$ cat config.mk
export PLATFORM = sky130hd
export DESIGN_NAME = pad_conditioner
export DESIGN_NICKNAME = d
export VERILOG_FILES = /design/src/rtl/pad_conditioner.sv
export SDC_FILE = /design/constraint.sdc
export NUM_CORES = 1
export LEC_CHECK = 0
export ABC_CLOCK_PERIOD_IN_PS = 2600
export CAP_MARGIN = 0
export CORE_MARGIN = 3
export CORE_UTILIZATION = 45
export CTS_CLUSTER_SIZE = 40
export DETAILED_ROUTE_END_ITERATION = 10
export PLACE_DENSITY = 0.7
export SLEW_MARGIN = 20
export SYNTH_ARGS = -nofsm -noshare
export SYNTH_HDL_FRONTEND = slang
export SYNTH_SLANG_ARGS = --single-unit
$ cat constraint.sdc
create_clock -name CLK -period 2.6 [get_ports CLK]
set_input_delay 0.78 -clock CLK [delete_from_list [all_inputs] [get_ports CLK]]
set_output_delay 0.78 -clock CLK [all_outputs]
set_load 0.05 [all_outputs]
$ cat src/rtl/pad_conditioner.sv
// Conditions raw host joystick bitmaps into per-player pad lines: sync, SOCD cleaning, turbo.
// Latency SYNC_STAGES CLK plus the next CE edge; no backpressure, every register except the synchronisers holds while CE=0.
module pad_conditioner #(
  parameter int SYNC_STAGES = 2  // legal range 2..4
) (
  input  logic        CLK,
  input  logic        RESET,
  input  logic        CE,
  input  logic        VBLANK,
  input  logic [11:0] JOY1,
  input  logic [11:0] JOY2,
  input  logic [11:0] JOY3,
  input  logic [11:0] JOY4,
  input  logic [3:0]  TURBO_EN,
  input  logic [5:0]  TURBO_MASK,
  input  logic [1:0]  TURBO_RATE,
  input  logic [1:0]  SOCD_MODE,
  output logic [11:0] P1,
  output logic [11:0] P2,
  output logic [11:0] P3,
  output logic [11:0] P4
);

  typedef enum logic [1:0] {
    LAST_NONE = 2'd0,
    LAST_NEG  = 2'd1,
    LAST_POS  = 2'd2
  } last_t;

  logic [11:0] joy_raw     [4];
  logic [11:0] sync_q      [4][SYNC_STAGES];
  logic [11:0] joy_s       [4];
  logic [11:0] joy_prev    [4];
  logic [11:0] pad_q       [4];
  logic [11:0] pad_nxt     [4];
  logic [1:0]  lr_res      [4];
  logic [1:0]  ud_res      [4];
  last_t       last_lr     [4];
  last_t       last_ud     [4];
  last_t       last_lr_nxt [4];
  last_t       last_ud_nxt [4];

  logic        vblank_q;
  logic [3:0]  frame_cnt;
  logic        frame_tick;
  logic        phase;
  logic [11:0] turbo_bits;

  // Which direction of an axis most recently started being held.
  function automatic last_t last_update(input last_t cur, input logic neg, input logic pos,
                                        input logic neg_prev, input logic pos_prev);
    logic  neg_rise;
    logic  pos_rise;
    last_t nxt;
    neg_rise = neg & ~neg_prev;
    pos_rise = pos & ~pos_prev;
    nxt      = cur;
    if (!neg && !pos)
      nxt = LAST_NONE;
    else if (neg_rise && pos_rise)
      nxt = LAST_NONE;
    else if (pos_rise)
      nxt = LAST_POS;
    else if (neg_rise)
      nxt = LAST_NEG;
    return nxt;
  endfunction

  // Returns {neg, pos}; only a both-held axis is ever altered.
  function automatic logic [1:0] axis_resolve(input logic [1:0] mode, input last_t last,
                                              input logic neg, input logic pos);
    logic [1:0] res;
    res = {neg, pos};
    if (neg && pos) begin
      case (mode)
        2'd1: res = 2'b00;
        2'd2: begin
          case (last)
            LAST_NEG: res = 2'b10;
            LAST_POS: res = 2'b01;
            default:  res = 2'b00;
          endcase
        end
        default: res = {neg, pos};
      endcase
    end
    return res;
  endfunction

  assign joy_raw = '{JOY1, JOY2, JOY3, JOY4};

  assign frame_tick = CE & VBLANK & ~vblank_q;
  assign phase      = frame_cnt[TURBO_RATE];
  assign turbo_bits = {TURBO_MASK[5:3], 2'b00, TURBO_MASK[2:0], 4'b0000};

  always_comb begin
    for (int i = 0; i < 4; i++) begin
      joy_s[i]       = sync_q[i][SYNC_STAGES-1];
      // Bits: 0 RIGHT (pos), 1 LEFT (neg), 2 DOWN (pos), 3 UP (neg).
      last_lr_nxt[i] = last_update(last_lr[i], joy_s[i][1], joy_s[i][0],
                                   joy_prev[i][1], joy_prev[i][0]);
      last_ud_nxt[i] = last_update(last_ud[i], joy_s[i][3], joy_s[i][2],
                                   joy_prev[i][3], joy_prev[i][2]);
      lr_res[i]      = axis_resolve(SOCD_MODE, last_lr_nxt[i], joy_s[i][1], joy_s[i][0]);
      ud_res[i]      = axis_resolve(SOCD_MODE, last_ud_nxt[i], joy_s[i][3], joy_s[i][2]);
      pad_nxt[i]     = {joy_s[i][11:4], ud_res[i], lr_res[i]};
      if (TURBO_EN[i] && phase)
        pad_nxt[i] = pad_nxt[i] & ~turbo_bits;
    end
  end

  always_ff @(posedge CLK) begin
    if (RESET) begin
      vblank_q  <= 1'b0;
      frame_cnt <= 4'd0;
      for (int i = 0; i < 4; i++) begin
        for (int s = 0; s < SYNC_STAGES; s++)
          sync_q[i][s] <= 12'd0;
        joy_prev[i] <= 12'd0;
        pad_q[i]    <= 12'd0;
        last_lr[i]  <= LAST_NONE;
        last_ud[i]  <= LAST_NONE;
      end
    end else begin
      for (int i = 0; i < 4; i++) begin
        sync_q[i][0] <= joy_raw[i];
        for (int s = 1; s < SYNC_STAGES; s++)
          sync_q[i][s] <= sync_q[i][s-1];
      end
      if (CE) begin
        vblank_q <= VBLANK;
        if (frame_tick)
          frame_cnt <= frame_cnt + 4'd1;
        for (int i = 0; i < 4; i++) begin
          joy_prev[i] <= joy_s[i];
          last_lr[i]  <= last_lr_nxt[i];
          last_ud[i]  <= last_ud_nxt[i];
          pad_q[i]    <= pad_nxt[i];
        end
      end
    end
  end

  assign P1 = pad_q[0];
  assign P2 = pad_q[1];
  assign P3 = pad_q[2];
  assign P4 = pad_q[3];

endmodule

# Word level (Yosys, flattened, before mapping)
# Memory sizes are Yosys's and may differ from the RTL's.
# Cells that the tools add are included.
# word_totals
regBits,5
latch_bits,0
ramBits,208
rom_bits,0
input_bits,66
out_inout_bits,48
word_cells,228
mem_count,5
# memory_table
memory,depth,width,rd,rd_ports_with_merged_regs,write_ports,line,source
sync_q,4,24,4,0,4,31,logic [11:0] sync_q [4][SYNC_STAGES];
joy_prev,4,12,4,0,4,33,logic [11:0] joy_prev [4];
pad_q,4,12,4,0,4,34,logic [11:0] pad_q [4];
last_lr,4,2,4,0,4,38,last_t last_lr [4];
last_ud,4,2,4,0,4,39,last_t last_ud [4];
# op_classes
add_sub_neg,1
n_mul,0
n_div,0
order_cmp,1
eq_ne,18
n_shift,0
n_mux,92
bitwise_logic,64
n_reduce_logical,45
# ops
cell,n
$mux W12,20
$mux W2,48
$pmux W2 S2,16
$and A12 B12 Y12,4
$logic_and A1 B1 Y1,28
$or A1 B1 Y1,24
$and A1 B1 Y1,18
$eq A2 B1 Y1 const B,9
$eq A2 B2 Y1 const B,9
$not A1 Y1,17
$logic_not A1 Y1,16
$not A12 Y12,1
$mux W1,7
$add A4 B1 Y4 const B,1
$lt A2 B3 Y1 const B,1
$bmux W1 S2,1
$reduce_and A2 Y1,1

# Logic depth before layout (Yosys ltp)
# An unclocked memory read counts as a cell.
# depth
depth_word,14
mapped_depth,6
mapped_depth_nobuf,5

# Worst setup path before layout
# OpenSTA, ideal clock, no wires.
# synth_path
path_type,input -> register
from,input port RESET
to,"memory joy_prev[0][0], enable pin"
setup_ns,0.404
arrival_ns,2.390
required_ns,2.196
slack_ns,-0.194
cell_stages,3
path_buffers,2
cell_sequence,clkbuf_1 clkbuf_1 or2_2
# synth_rtl
item,line,source
start: declaration,7,"input logic RESET,"
end: declaration,33,

==> results.toml <==
[sta]
slew_headroom_pct = 55.75
report.final.hold_viol_count = 0
fin_worst_skew_ns = 0.006529
tightestPinTransition_ns = 0.6637
fmax_ghz = 0.4177
final.period_utilization_pct = 92.09
report.final.setup_viol = 0
final_max_slew_viol_count = 0
tns_ns = 0
final_period_minus_worst_setup_slack_ns = 2.394
rsz0062_at_grt = "no"

[cts]
post_cts_hold_buffer_count = 0
cts_tree = "built"
clock_insertion_delay_worst_skew_ns = 0.42
postCtsSetupBuffers = 0
max-clock-path-buffers = 2
number_of_gates_given_a_new_drive_strength_after_cts = 0
htree_num_levels = 4
cts.sinks = 181
cts_root_buffer_type = "clkbuf_16"
clk_pin_slew_worst_paths_ns = 0.06
cts-buffers-inserted = 17

[route]
detail_route.wirelength_mm = 12.00
post_route_drc_violation_count = 0
route.vias.total = 3951
detail_route.first_pass.iterations = 4
postRouteAntennaNets = 0
vias_per_cell = 4.896
drt-wirelength-per-cell_um = 14.87
drt_iter0_drc = 282

[final_layout]
most-common-layout-cells = "112 x clkdlybuf4s50_1, 101 x dfxtp_1, 96 x nor2b_1"
final_nets = 686
layout.cells.most_common = "clkdlybuf4s50_1"
n_antenna_cell = 0
syn_to_final_growth_pct = 29.51
final_layout_size_suffix_gt1_share_pct = 6.656
final_core_utilization_pct = 61.03

[critical_path]
cp_launch_type = "flip-flop"
worst_path_max_delay_cell = "clkdlybuf4s50_1"
critical_path_max_stage_delay_ns = 0.82
critPathMaxFanout = 1
critPathArrivalTime_ns = 1.61
startpoint = "pad_q[0][5]"
crit_path_cell_trace = "clkdlybuf4s50_1"
worst_setup_path_end_kind = "output port"
cp_num_buf_inv = 1
timing.critical_path.max_delay_family = "buffers and inverters"
timing_worst_setup_path_type = "flip-flop to output port"
flop_to_flop_setup_slack_ns = 0.97
worstPathRequired_ns = 1.82
r2r-start = "sync_q[0][2]"

[yosys]
yosys.cell_types.count = 32
synth_nets = 580
ys_seq_elements = 181
synth-seq-area-share_pct = 69.25
syn_inst = 512
syn_area_um2 = 6389
post_synth.cell_area_avg_um2 = 12.48
synth_async_sr_flop_share_pct = 0
ys_dominant_reg_cell = "dfxtp_1"
ys_warn_count = 0
synth_edf_count = 80

[placement]
buffer_ports.inserted = 113
gp_routability_congestion = 0.7661
dp_hpwl_mm = 8.365

[pwr]
power.leakage_uw = 0.003161
power.density_nw_per_um2 = 752.6
vdd_ir_drop_max_mv = 0.4344

[job]
max-cap-violations = 0

[floorplanning]
floorplan.initialDensity_pct = 47.12
floorplan.die.height_um = 125.2
die_width_um = 125.2
core_box_area_um2 = 13560
placement_rows = 42
die_outline_area_um2 = 15660
pin_count = 114

[worst_hold_path]
worstHoldPathType = "flip-flop to flip-flop"
hp-start = "sync_q[0][12]"

[global_routing]
grt_max_degree = 73
globalRoute.totalOverflow = 0
global_route.usage.total_pct = 16.09
grt_first_pass_wirelength_mm = 19.98
vias_in_the_first_global_route = 4121
antenna_found_initial = 0

[status]
outcome = "complete, no violations"
[routing by layer]
metal	wire, um	vias to the layer above	global-route usage [%]
met5	0	-	0
met4	161	0	5.166
met3	925	17	7.164
met2	6129	110	27.78
met1	4786	1878	17.86
li1	-	1946	-
[worst paths after layout]
path	to	depth (start not counted)
min reg2reg	sync_q[0][0]	1
max reg2reg	pad_q[0][3]	4
min	sync_q[0][0]	1
max	P1[5]	1
[final cells by class]
type	instances	area, um^2
repair buffers	120	1219
flip-flops and latches	181	4424
multi-input cells	271	1709
inverters	27	101.3
fillers	1080	5284
clock inverters	13	125.1
clock buffers	19	475.5
well taps	176	220.2
[sequential cells by signal (all words and copies together), names as in the netlist]
register   count
vblank_q       1
frame_cnt      4
last_lr        8
last_ud        8
sync_q        96
joy_prev      22
pad_q         42
[cells by family after synthesis]
kind of cell	after synthesis	share of synthesized area, %
compound gates	72	8.010
xor+xnor	3	0.4114
fa+ha+maj	2	0.3916
buf+inv	60	4.152
flops	181	69.25
mux	3	0.6659
simple gates	191	17.12
[cell usage after synthesis, drive strengths merged, types with 8 or more instances]
| master | number | area share (%) |
|---|---|---|
| and2 | 20 | 2.0 |
| nor2 | 29 | 1.7 |
| a21oi | 32 | 2.5 |
| inv | 27 | 1.6 |
| edfxtp | 80 | 38 |
| clkbuf | 21 | 1.2 |
| buf | 12 | 1.3 |
| a221o | 8 | 1.3 |
| a311oi | 8 | 1.1 |
| o31a | 8 | 1.1 |
| nand2 | 25 | 1.5 |
| dfxtp | 101 | 32 |
| or3b | 8 | 1.1 |
| nor3b | 8 | 0.94 |
| nor2b | 97 | 9.5 |
| a21o | 8 | 0.96 |
| o221ai | 8 | 1.1 |
[power breakdown]
part	internal [uW]	total (uW)	switching, uW
combinational	235	547	312
sequential	3110	3160	51.9
clock	1520	2520	1000
[metrics by stage]
step                setup slack (ns)  total power, uW  hold slack (ns)  instance area (um^2)  cells
finish                        0.2057             6227           0.4318                  8274    807
global route                  0.1470             6446           0.4502                  8274    807
CTS                           0.1994             6291           0.4354                  8274    807
detailed placement           0.05837             3773           0.4212                  7674    775
global placement              0.1697             3759           0.4167                  7674    775
floorplan                     0.1927             3526           0.4138                  6391    512
No activity file was read; power rests on OpenSTA's default activity.
